==> src/rtl/alu_pkg.sv <==
// Shared encodings for the sequential ALU that feeds the accumulator.
package alu_pkg;

    localparam int WIDTH_DEF = 16;

    typedef enum logic [1:0] {
        OP_PASS = 2'b00,
        OP_ADD  = 2'b01,
        OP_SUB  = 2'b10,
        OP_MUL  = 2'b11
    } op_e;

    typedef enum logic [1:0] {
        S_IDLE = 2'd0,
        S_MUL  = 2'd1,
        S_DONE = 2'd2
    } state_e;

endpackage

==> src/rtl/shift_add_mul.sv <==
// Iterative shift-add multiplier datapath: one partial product per step, WIDTH steps.
module shift_add_mul
    import alu_pkg::*;
#(
    parameter int WIDTH = WIDTH_DEF
) (
    input  logic               clk,
    input  logic               rst_n,
    input  logic               load,
    input  logic               step,
    input  logic [WIDTH-1:0]   mcand_in,
    input  logic [WIDTH-1:0]   mplier_in,
    output logic               last,
    output logic [2*WIDTH-1:0] prod_next
);

    localparam int CW = $clog2(WIDTH) + 1;

    logic [2*WIDTH-1:0] mcand;
    logic [WIDTH-1:0]   mplier;
    logic [2*WIDTH-1:0] prod;
    logic [CW-1:0]      cnt;

    // Exposed so the final step's sum can be registered as the result on the same edge.
    assign prod_next = mplier[0] ? (prod + mcand) : prod;
    assign last      = (cnt == CW'(WIDTH - 1));

    always_ff @(posedge clk or negedge rst_n) begin
        if (!rst_n) begin
            mcand  <= '0;
            mplier <= '0;
            prod   <= '0;
            cnt    <= '0;
        end else if (load) begin
            mcand  <= {{WIDTH{1'b0}}, mcand_in};
            mplier <= mplier_in;
            prod   <= '0;
            cnt    <= '0;
        end else if (step) begin
            prod   <= prod_next;
            mcand  <= mcand << 1;
            mplier <= mplier >> 1;
            cnt    <= cnt + 1'b1;
        end
    end

endmodule

==> src/rtl/seq_alu.sv <==
// Multi-cycle ALU driving the accumulator's alu_in with a one-cycle alu_load strobe.
//   state  | meaning
//   S_IDLE | waiting for start; PASS/ADD/SUB complete on the accepting edge
//   S_MUL  | one shift-add iteration per cycle, WIDTH iterations
//   S_DONE | result valid, alu_load high for this single cycle
module seq_alu
    import alu_pkg::*;
#(
    parameter int WIDTH = WIDTH_DEF
) (
    input  logic             clk,
    input  logic             rst_n,
    input  logic             start,
    input  logic [1:0]       op,
    input  logic [WIDTH-1:0] a,
    input  logic [WIDTH-1:0] b,
    output logic [WIDTH-1:0] result,
    output logic             alu_load,
    output logic             busy,
    output logic             ovf
);

    state_e             state, state_d;
    logic [WIDTH-1:0]   result_d;
    logic               ovf_d;
    logic               mul_load, mul_step, mul_last;
    logic [2*WIDTH-1:0] prod_next;
    logic [WIDTH:0]     sum_ext, diff_ext;

    assign sum_ext  = {1'b0, a} + {1'b0, b};
    assign diff_ext = {1'b0, a} - {1'b0, b};

    shift_add_mul #(.WIDTH(WIDTH)) u_mul (
        .clk       (clk),
        .rst_n     (rst_n),
        .load      (mul_load),
        .step      (mul_step),
        .mcand_in  (a),
        .mplier_in (b),
        .last      (mul_last),
        .prod_next (prod_next)
    );

    always_ff @(posedge clk or negedge rst_n) begin
        if (!rst_n) begin
            state  <= S_IDLE;
            result <= '0;
            ovf    <= 1'b0;
        end else begin
            state  <= state_d;
            result <= result_d;
            ovf    <= ovf_d;
        end
    end

    always_comb begin
        state_d  = state;
        result_d = result;
        ovf_d    = ovf;
        mul_load = 1'b0;
        mul_step = 1'b0;
        case (state)
            S_IDLE: begin
                if (start) begin
                    state_d = S_DONE;
                    case (op_e'(op))
                        OP_PASS: begin
                            result_d = b;
                            ovf_d    = 1'b0;
                        end
                        OP_ADD: begin
                            result_d = sum_ext[WIDTH-1:0];
                            ovf_d    = sum_ext[WIDTH];
                        end
                        OP_SUB: begin
                            // Borrow out of the extended subtraction is exactly a < b.
                            result_d = diff_ext[WIDTH-1:0];
                            ovf_d    = diff_ext[WIDTH];
                        end
                        OP_MUL: begin
                            mul_load = 1'b1;
                            state_d  = S_MUL;
                        end
                        default: state_d = S_IDLE;
                    endcase
                end
            end
            S_MUL: begin
                mul_step = 1'b1;
                if (mul_last) begin
                    result_d = prod_next[WIDTH-1:0];
                    ovf_d    = |prod_next[2*WIDTH-1:WIDTH];
                    state_d  = S_DONE;
                end
            end
            S_DONE:  state_d = S_IDLE;
            default: state_d = S_IDLE;
        endcase
    end

    assign alu_load = (state == S_DONE);
    assign busy     = (state != S_IDLE);

endmodule
==> config.mk <==
export PLATFORM = sky130hd
export DESIGN_NAME = seq_alu
export DESIGN_NICKNAME = d
export VERILOG_FILES = /design/src/rtl/alu_pkg.sv /design/src/rtl/shift_add_mul.sv /design/src/rtl/seq_alu.sv
export SDC_FILE = /design/constraint.sdc
export NUM_CORES = 1
export LEC_CHECK = 0
export ABC_AREA = 1
export BUFFER_PORTS_ARGS = -buffer_cell sky130_fd_sc_hd__buf_2
export CORE_UTILIZATION = 45
export CTS_BUF_LIST = sky130_fd_sc_hd__clkbuf_4
export DETAILED_ROUTE_END_ITERATION = 7
export PLACE_DENSITY = 0.65
export SLEW_MARGIN = 20
export SYNTH_ARGS = -nofsm -noshare
export SYNTH_HDL_FRONTEND = slang
export SYNTH_HIERARCHICAL = 1
export SYNTH_SLANG_ARGS = --single-unit
export TNS_END_PERCENT = 5
==> constraint.sdc <==
create_clock -name clk -period 2.91 [get_ports clk]
set_clock_uncertainty 0.15 [all_clocks]
set_input_delay 0.1455 -clock clk [delete_from_list [all_inputs] [get_ports clk]]
set_output_delay 0.1455 -clock clk [all_outputs]
set_load 0.01 [all_outputs]
* After elaboration in Yosys (flattened, before gate mapping)
Cells that the tools add are included.
** Cells by class
- Add/subtract/negate cells :: 4
- Reduce and logical (&&, ||, !) cells :: 8
- Equal/unequal tests :: 9
- Multiplexer cells :: 25
** Operators by type and width (count)
- 32-bit two-way mux :: 5
- 16-bit two-way mux :: 4
- 16-bit case mux with 3 select lines :: 1
- 32-bit adder :: 1
- 16-bit case mux with 2 select lines :: 1
- 16-bit by 16-bit adder with 17-bit output :: 1
- 16-bit by 16-bit subtractor with 17-bit output :: 1
- 16-bit OR reduction :: 1
- 5-bit two-way mux :: 2
- 2-bit == test, second input constant :: 3
- 1-bit two-way mux :: 6
- 2-bit two-way mux :: 3
- 2-bit nonzero test :: 3
- 5-bit by 1-bit adder with 5-bit output, second input constant :: 1
- 5-bit by 4-bit == test with 1-bit output, second input constant :: 1
- 2-bit by 1-bit == test with 1-bit output, second input constant :: 2
- 2-bit zero test :: 2
- 2-bit inequality test, second input constant :: 2
- 4-bit by 1-bit inequality test with 1-bit output, second input constant :: 1
- 2-bit case mux with 2 select lines :: 1
- 4-bit AND reduction :: 1
- 1-bit case mux with 3 select lines :: 1
- 1-bit case mux with 2 select lines :: 1
- 2-bit AND reduction :: 1
** Word-level totals
- Word-level logic and storage cells :: 53
- Bits of input ports :: 37
- Register bits :: 104
- Output and inout port bits :: 19

* Depth between registers and ports, before layout
Gate-level depths: netlist of run 1.
- Depth after elaboration :: 5
- Gate-level depth with buffers :: 17
- Mapped depth without buffers :: 17

* Hierarchy
The synthesis of run 1 kept the hierarchy.
** Modules (own cells, without submodules)
- shift_add_mul :: seq. area each 2127.0 um^2, area each 6197.2 um^2, cells an instance 940, times used 1
- seq_alu :: seq. area each 475.5 um^2, area each 3256.9 um^2, cells an instance 582, times used 1

* Worst setup path after synthesis of run 1
OpenSTA, ideal clock, no wires.
- Path kind :: register -> register
- From :: register u_mul.mcand[0]
- To :: register ovf
- Path buffers :: 0
- Data arrival time :: 2.385 ns
- Setup slack :: 0.252 ns
- Setup time :: 0.122 ns
- Period minus slack after synthesis :: 2.658 ns
- Required time :: 2.638 ns
- Cell stages (with the launch flop) :: 18
- Cell sequence :: dfrtp_1 > ha_1 > fa_1 > nand3_1 > nand3_1 > nand2_1 > nand2_1 > nand2_1 > nand2_1 > nand2_1 > nand2_1 > nand2_1 > nand3_1 > and2_1 > nor4_1 > nand4_1 > a21oi_1 > a21oi_1
** On the way
- Longest elaborated chain between the ends :: 5
** Ends and longest elaborated chain
- start: declaration :: line shift_add_mul.sv:19 : logic [2*WIDTH-1:0] mcand;
- start signal: assignment :: line shift_add_mul.sv:35 : mcand <= {{WIDTH{1'b0}}, mcand_in};
- start signal: assignment :: line shift_add_mul.sv:41 : mcand <= mcand << 1;
- 32-bit adder :: line shift_add_mul.sv:25 : assign prod_next = mplier[0] ? (prod + mcand) : prod;
- 32-bit two-way mux :: line shift_add_mul.sv:25
- via prod_next[24] :: line seq_alu.sv:27 : logic [2*WIDTH-1:0] prod_next;
- 16-bit OR reduction :: line seq_alu.sv:92 : ovf_d = |prod_next[2*WIDTH-1:WIDTH];
- 1-bit two-way mux :: line seq_alu.sv:90 : if (mul_last) begin
- 1-bit case mux with 2 select lines :: line seq_alu.sv:62 : case (state)
- end signal: assignment :: line seq_alu.sv:52 : ovf <= ovf_d;
- end: declaration :: line seq_alu.sv:20 : output logic ovf
The timed path passes the listed nets, and every way through them passes these cells. The select of a mux whose other input is x is not followed.
A chain may end at the register's enable or synchronous reset.

* Worst setup path after layout of run 1
- From :: register u_mul.mcand[10]
- To :: register ovf
Same word-level chain as after synthesis.

==> flow_metrics.tcl, run 1 <==
set metrics [dict create \
    outcome "finished, final reports clean" \
    worst_slew_pin_slew_ns 0.699 \
    finalInstanceArea_sq_mm 0.0116 \
    vias 9936 \
    tns_ns 0 \
    grt_overflow_total 0 \
    synth_cells 1522 \
    fp.dieArea_sq_mm 0.0216 \
    async_flop_share 1.00 \
    routed_via_density 5.15 \
    hold_slack_ns 0.0703 \
    worstPathRequired_ns 3.17 \
    hold_class "input port to async pin" \
    cts_inserted_buffers 9 \
    finalSetupViolCount 0 \
    clkTransAtPathRegs_ns 0.17 \
    fin_util 0.566 \
    worst-path-max-fanout 4 \
    end_kind "flop" \
    hold_viol 0 \
    die_y_um 147 \
    p_per_area_mw_per_mm2 978 \
    first_global_vias 8908 \
    synth_commonest_cells "nand2_1, inv_1, nand3_1" \
    syn_to_final_growth_pct 22.3 \
    nets 1767 \
    drtIter0Drc 769 \
    cts_tree "built" \
    ios 56 \
    start_util 0.463 \
    synth.largest_area_cell "dfrtp_1" \
    maxSlewHeadroom 0.534 \
    coreArea_sq_mm 0.0204 \
    clockBufferDepth 2 \
    nFillCells 2021 \
    drtPass1Iterations 8 \
    insertion_delay_ns 0.50 \
    synth_nets 1632 \
    ys_seq_area_frac 0.275 \
    htreeDepth 3 \
    drv_slew 0 \
    yosys_warnings 6 \
    multi_input_area_sq_mm 0.00617 \
    layout-drive-gt1-share 0.169 \
    grt_max_degree 54 \
    cts_sinks 104 \
    fin_crit_ns 2.84 \
    power.leakage_nw 6.28 \
    synth_seq_cells 104 \
    start_kind "flop" \
    numPortBuffers 55 \
    num_rows 52 \
    synth_most_common_cell "nand2_1" \
    path_class "flop to flop" \
    max_freq_mhz 353 \
    vdd_ir_drop_max_v 0.000625 \
    synth_area_leaders "dfrtp_1, nand2_1, inv_1, ha_1, nand3_1" \
    drv_cap 0 \
    dieWidth_um 147 \
    grt_usage 0.271 \
    period_share 0.974 \
    n_antenna_cell 0 \
    ys.flop_type "dfrtp_1" \
    drcViolationCount 0 \
    syn_avg_cell_area_sq_um 6.21 \
    place_area_sq_mm 0.0104 \
    grt_pass1_wl_um 46200 \
    seq_area_sq_mm 0.00260 \
    dp_hpwl_um 22200 \
    antenna_found_initial 0 \
    critPathArrivalTime_ns 3.09 \
    ant_nets 0 \
    total_power_mw 11.3 \
    synthDistinctLibCells 44 \
    routed_wl_um 29600 \
    synth_top_area_frac 0.275 \
    synth-edff-count 0 \
    netlist_area_sq_mm 0.00945 \
    wl_per_cell_um 15.3 \
    root_buffer "clkbuf_4" \
    gp_congestion 0.953 \
]
==> flip-flops by register name, indices dropped and copies added, names as in the netlist <==
signal / flops
ovf: 1
u_mul/prod: 32
u_mul/mplier: 16
result: 16
u_mul/mcand: 32
u_mul/cnt: 5
state: 2
==> cell families after synthesis <==
logic type | after synthesis | synth area share
and+or+nand+nor | 819 | 0.358
buffers and inverters | 320 | 0.131
AOI/OAI and AO/OA | 189 | 0.121
DFF | 104 | 0.275
adders and majority gates | 73 | 0.0990
xor gates and xnor gates | 17 | 0.0157
==> routing by layer <==
| layer | part of all wire | wire, um | global-route usage |
|---|---|---|---|
| met4 | 0.0074 | 218 | 0.0392 |
| met3 | 0.070 | 2070 | 0.0382 |
| met5 | 0 | 0 | 0 |
| met2 | 0.44 | 13000 | 0.420 |
| met1 | 0.48 | 14200 | 0.406 |
==> stage by stage <==
step / cells / setup slack, ns
after floorplan: 1522 / 0.252
after global placement: 1869 / -0.0811
after detailed placement: 1869 / -0.0886
after CTS: 1922 / 0.0172
after global routing: 1931 / -0.0677
final: 1931 / 0.0746
==> power by group <==
part	internal [mW]	switching [mW]
clock	0.350	0.523
sequential	2.09	0.604
combinational	3.24	4.50
==> critical path, cell delays in order, from the launching register on <==
cell	delay, ns
dfrtp_1	0.46
ha_4	0.30
nand2_1	0.07
inv_1	0.07
nand2_1	0.10
nor3_1	0.21
nand2_2	0.09
nand2_2	0.11
nand2_1	0.10
nand3_1	0.09
nand3_1	0.11
and2_1	0.16
nor4_2	0.29
nand4_1	0.17
a21oi_1	0.17
a21oi_1	0.09
==> placed cells by master (no fill, tap or decap), drive strengths merged, types with 6 or more instances in the layout <==
cell / n
nand2: 531
inv: 275
buf: 131
nand3: 122
nor2: 116
dfrtp: 104
ha: 70
a21oi: 66
o21ai: 51
dlygate4sd3: 37
o22ai: 24
and2: 16
or2: 14
o211ai: 13
a22oi: 12
clkbuf: 9
xnor2: 9
xor2: 8
nor3: 8
nand4: 6
==> repair_timing <==
item                       4_1_cts  5_1_grt
pin swaps                        3       20
hold endpoints to repair       100        0
gates resized for setup         10       89
cloned                           0        0
setup endpoints to repair        1        1
setup buffers                    1        9
hold buffers                    37        0
==> area by class of cell <==
| cell class | count | share of cell area |
|---|---|---|
| clock inverter | 6 | 0.00790 |
| inverter | 276 | 0.0896 |
| multi-input combinational | 1098 | 0.534 |
| clock buffer | 9 | 0.00584 |
| timing repair buffer | 168 | 0.109 |
| tap | 270 | 0.0292 |
| sequential | 104 | 0.225 |
==> worst paths after layout <==
kind	from	end	slack [ns]	cells past startpoint
min reg2reg	result[10]$_DFFE_PN0P_	result[10]$_DFFE_PN0P_	0.35	2
min	rst_n	u_mul/prod[10]$_DFFE_PN0P_	0.07	2
max	u_mul/mcand[10]$_DFFE_PN0P_	ovf$_DFFE_PN0P_	0.07	15
max reg2reg	u_mul/mcand[10]$_DFFE_PN0P_	ovf$_DFFE_PN0P_	0.07	15
min in group clk	op[0]	u_mul/mcand[2]$_DFFE_PN0P_	0.26	6
max in group asynchronous	rst_n	u_mul/mcand[1]$_DFFE_PN0P_	1.76	3
Note: power is estimated with default switching activity, not from simulation.
==> inputs of run 2 (changes only) <==
Settings changed: RECOVER_POWER from default to 25.
==> flow_metrics.tcl, run 2 (same netlist as run 1, synthesis figures left out) <==
set metrics [dict create \
    top_regs "u_mul/mcand: 32 flops, u_mul/prod: 32 flops" \
    grt_max_degree 54 \
    rr_worst_depth 15 \
    placed_cells 1869 \
    insertion_delay_ns 0.50 \
    root_buffer "clkbuf_4" \
    slowest_stage "dfrtp_1" \
    ios 56 \
    clkTransAtPathRegs_ns 0.17 \
    drv_cap 0 \
    routed_wl_um 29500 \
    p_per_area_mw_per_mm2 978 \
    finalSetupViolCount 0 \
    antenna_found_initial 0 \
    gp_congestion 0.953 \
    max_freq_mhz 352 \
    critPathMaxStageDelay_ns 0.46 \
    drtIter0Drc 768 \
    worstPathRequired_ns 3.16 \
    hp-start "op[0]" \
    routed_via_density 5.14 \
    cts_inserted_buffers 9 \
    period_share 0.975 \
    fin_cells 1931 \
    coreArea_sq_mm 0.0204 \
    htreeDepth 3 \
    grt_pass1_wl_um 46200 \
    start_util 0.463 \
    end_kind "flop" \
    layout_common_cells "nand2_1, inv_1, nand3_1" \
    vdd_ir_drop_max_v 0.000625 \
    worstReg2RegEnd "ovf$_DFFE_PN0P_" \
    die_y_um 147 \
    outcome "finished, final reports clean" \
    cpMostUsedCell "nand2_1" \
    cts_tree "built" \
    first_global_vias 8908 \
    path_class "flop to flop" \
    hold_class "input port to flop" \
    pwr-share-seq 0.238 \
    worst-path-max-fanout 4 \
    p_switching_mw 5.63 \
    layout-drive-gt1-share 0.169 \
    fp.dieArea_sq_mm 0.0216 \
    hold_viol 0 \
    drtPass1Iterations 6 \
    r2r_slack_ns 0.07 \
    n_antenna_cell 0 \
    total_power_mw 11.3 \
    tns_ns 0 \
    p_int_mw 5.68 \
    worst_slew_pin_slew_ns 1.38 \
    nets 1767 \
    fin_util 0.566 \
    wl_per_cell_um 15.3 \
    power.leakage_nw 6.28 \
    p_comb_frac 0.684 \
    vias 9932 \
    critPathArrivalTime_ns 3.09 \
    drcViolationCount 0 \
    syn_to_final_growth_pct 22.3 \
    cp_cell_sequence "ha_4 > nand2_1 > inv_2 > nand2_1 > nor3_1 > nand2_2 > nand2_2 > nand2_1 > nand3_1 > nand3_1 > and2_1 > nor4_2 > nand4_1 > a21oi_1 > a21oi_1" \
    fin_crit_ns 2.84 \
    pre_cts_slack_ns -0.0886 \
    whs_path_depth 6 \
    numPortBuffers 55 \
    finalWorstSetupSlack_ns 0.0718 \
    start_kind "flop" \
    ant_nets 0 \
    cts_sinks 104 \
    r2r-start "u_mul/prod[11]$_DFFE_PN0P_" \
    switching_share 0.497 \
    maxSlewHeadroom 0.0827 \
    grt_overflow_total 0 \
    clockPowerShare 0.077 \
    num_rows 52 \
    grt_usage 0.271 \
    dieWidth_um 147 \
    mostFrequentLayoutCell "nand2_1" \
    min_to "u_mul/mcand[2]$_DFFE_PN0P_" \
    dp_hpwl_um 22200 \
    clockBufferDepth 2 \
    drv_slew 0 \
]
[run 2: changes by cell type in the layout (fill, tap and decap cells not counted)]
cell      previous run  this run
buf_4               74        73
clkbuf_2             0         1
[run 2: layout make-up]
cell class              count  area (sq um)
well taps                 270           338
inverters                 276          1040
multi-input cells        1098          6170
fillers                  2022          8870
clock buffers               9          67.6
clock inverters             6          91.3
repair buffers            168          1250
flip-flops and latches    104          2600
[run 2: power by group through the flow]
| stage | Clock, mW | Combinational (mW) | Sequential, mW |
|---|---|---|---|
| global placement | 0 | 6.63 | 2.55 |
| detailed placement | 0 | 6.68 | 2.58 |
| global route | 0.958 | 8.54 | 2.77 |
| CTS | 0.894 | 6.83 | 2.55 |
| floorplan | 0 | 4.50 | 2.49 |
| finish | 0.876 | 7.74 | 2.70 |
[run 2: metrics by stage]
step,hold WS (ns),cell area [sq um]
3_5_place_dp,0.0914,10400
6_report,0.257,11600
4_1_cts,0.0548,11000
5_1_grt,0.293,11600
2_1_floorplan,-0.300,9450
3_3_place_gp,0.0866,10400
[run 2: routing by layer]
layer	vias up	GRT usage	wire, um
li1	5027	-	-
met1	4583	0.406	14200
met2	306	0.420	13000
met3	16	0.0382	2070
met4	0	0.0392	218
met5	-	0	0
[run 2: what timing repair did]
action                                  in CTS  in global routing
setup buffers                                1                  9
hold buffers                                37                  0
endpoints found under the setup margin       1                  1
hold endpoints to repair                   100                  0
pin swaps                                    3                 20
gates resized for setup                     10                 89
[run 2: worst max-delay path by stage]
stage | startpoint | end | slack, ns | depth (start not counted)
global placement | u_mul/mcand[0]$_DFFE_PN0P_ | ovf$_DFFE_PN0P_ | -0.08 | 14
global route | u_mul/prod[11]$_DFFE_PN0P_ | ovf$_DFFE_PN0P_ | -0.07 | 15
detailed placement | u_mul/mcand[0]$_DFFE_PN0P_ | ovf$_DFFE_PN0P_ | -0.09 | 14
floorplan | u_mul/mcand[0]$_DFFE_PN0P_ | ovf$_DFFE_PN0P_ | 0.25 | 17
CTS | u_mul/mcand[23]$_DFFE_PN0P_ | ovf$_DFFE_PN0P_ | 0.02 | 17
finish | u_mul/prod[11]$_DFFE_PN0P_ | ovf$_DFFE_PN0P_ | 0.07 | 15
[run 2: critical path: cells and delay by family (launching register included)]
kind,cells,cell delay [ns]
flip-flops,1,0.46
AO/OA/AOI/OAI,2,0.26
buffers and inverters,1,0.07
AND/OR/NAND/NOR,11,1.51
adder cells (fa/ha/maj),1,0.31
==> inputs of run 3 (changes only) <==
Settings changed: CTS_BUF_LIST sky130_fd_sc_hd__clkbuf_4 to default.
==> flow_metrics.tcl, run 3 (same netlist as run 1, synthesis figures left out) <==
set metrics [dict create \
    outcome "finished, final reports clean" \
    drtIter0Drc 762 \
    cts_sinks 104 \
    antenna_found_initial 0 \
    vias 9934 \
    die_y_um 147 \
    power.leakage_nw 6.33 \
    grt_max_degree 54 \
    top_regs "u_mul/mcand: 32 flops, u_mul/prod: 32 flops" \
    mostFrequentLayoutCell "nand2_1" \
    numPortBuffers 55 \
    root_buffer "clkbuf_16" \
    routed_via_density 5.16 \
    ant_nets 0 \
    drv_cap 0 \
    start_util 0.463 \
    num_rows 52 \
    finalSetupViolCount 0 \
    ios 56 \
    grt_overflow_total 0 \
    hold_viol 0 \
    drcViolationCount 0 \
    htreeDepth 3 \
    max_freq_mhz 352 \
    clkTransAtPathRegs_ns 0.08 \
    worst-path-max-fanout 3 \
    worstPathRequired_ns 3.01 \
    critPathArrivalTime_ns 2.94 \
    first_global_vias 8917 \
    rr_worst_depth 16 \
    grt_pass1_wl_um 46100 \
    fp.dieArea_sq_mm 0.0216 \
    drv_slew 0 \
    whs_path_depth 3 \
    vdd_ir_drop_max_v 0.000625 \
    cts_tree "built" \
    cts_inserted_buffers 9 \
    dieWidth_um 147 \
    tns_ns 0 \
    coreArea_sq_mm 0.0204 \
    grt_usage 0.271 \
    layout_common_cells "nand2_1, inv_1, nand3_1" \
    dp_hpwl_um 22200 \
    fin_crit_ns 2.84 \
    maxSlewHeadroom 0.0825 \
    end_kind "flop" \
    period_share 0.977 \
    start_kind "flop" \
    insertion_delay_ns 0.36 \
    gp_congestion 0.953 \
    n_antenna_cell 0 \
    fin_cells 1926 \
    p_per_area_mw_per_mm2 1010 \
    placed_cells 1869 \
    path_class "flop to flop" \
    worst_slew_pin_slew_ns 1.38 \
    r2r-start "u_mul/prod[0]$_DFFE_PN0P_" \
    drtPass1Iterations 5 \
    syn_to_final_growth_pct 23.6 \
    min_to "u_mul/mcand[10]$_DFFE_PN0P_" \
    hp-start "a[10]" \
    nets 1762 \
    hold_slack_ns 0.000131 \
    wl_per_cell_um 15.3 \
    r2r_slack_ns 0.07 \
    clockBufferDepth 2 \
    layout-drive-gt1-share 0.166 \
    hold_class "input port to flop" \
    worstReg2RegEnd "ovf$_DFFE_PN0P_" \
    routed_wl_um 29400 \
]
[run 3: area by class of cell]
| cell class | count | area (sq um) |
|---|---|---|
| Clock buffer | 10 | 239 |
| Inverter | 276 | 1040 |
| Tap cell | 270 | 338 |
| Fill cell | 1990 | 8750 |
| Timing Repair Buffer | 163 | 1200 |
| Multi-Input combinational cell | 1098 | 6180 |
| Clock inverter | 5 | 87.6 |
| Sequential cell | 104 | 2600 |
[run 3: worst max-delay path, cell delays in order, from the launching register on]
cell     delay [ns]
dfrtp_1        0.38
ha_2           0.21
fa_2           0.42
nand3_2        0.10
nand3_4        0.09
nand3_2        0.07
nand3_2        0.08
nand2_2        0.10
nand2_1        0.06
nand2_1        0.07
nand3_2        0.07
and2_4         0.15
nor4_4         0.26
buf_4          0.15
nand4_1        0.12
a21oi_1        0.16
a21oi_1        0.09
[run 3: what timing repair did]
action	CTS	global route
setup buffers	0	12
gates resized for setup	6	91
pin swaps	3	21
hold buffers	30	0
endpoints found under the hold margin	82	0
endpoints found under the setup margin	1	1
[run 3: metrics by stage]
step / worst slack [ns] / power [mW] / instance area, sq um / utilization
after floorplan: 0.252 / 6.98 / 9450 / -
after global placement: -0.0811 / 9.18 / 10400 / 0.510
after detailed placement: -0.0886 / 9.25 / 10400 / 0.510
after CTS: 0.0104 / 10.7 / 11100 / 0.542
after global routing: -0.0166 / 12.8 / 11700 / 0.572
final: 0.0683 / 11.8 / 11700 / 0.572
[run 3: metal layers]
| metal | vias to the layer above | global-route usage | wire (um) |
|---|---|---|---|
| met2 | 301 | 0.417 | 12800 |
| met1 | 4584 | 0.409 | 14300 |
| met4 | 0 | 0.0418 | 257 |
| li1 | 5028 | - | - |
| met3 | 21 | 0.0351 | 2030 |
| met5 | - | 0 | 0 |
[run 3: where the power goes]
| part | internal [mW] | switching, mW |
|---|---|---|
| sequential | 2.10 | 0.602 |
| combinational | 3.23 | 4.51 |
| clock | 0.783 | 0.580 |
| total | 6.12 | 5.70 |
[run 3: worst max path at each step]
stage / start / end / slack [ns] / cells after the start
after global routing: u_mul/prod[0]$_DFFE_PN0P_ / ovf$_DFFE_PN0P_ / -0.02 / 16
after floorplan: u_mul/mcand[0]$_DFFE_PN0P_ / ovf$_DFFE_PN0P_ / 0.25 / 17
after detailed placement: u_mul/mcand[0]$_DFFE_PN0P_ / ovf$_DFFE_PN0P_ / -0.09 / 14
after CTS: u_mul/mcand[23]$_DFFE_PN0P_ / ovf$_DFFE_PN0P_ / 0.01 / 14
final: u_mul/prod[0]$_DFFE_PN0P_ / ovf$_DFFE_PN0P_ / 0.07 / 16
after global placement: u_mul/mcand[0]$_DFFE_PN0P_ / ovf$_DFFE_PN0P_ / -0.08 / 14
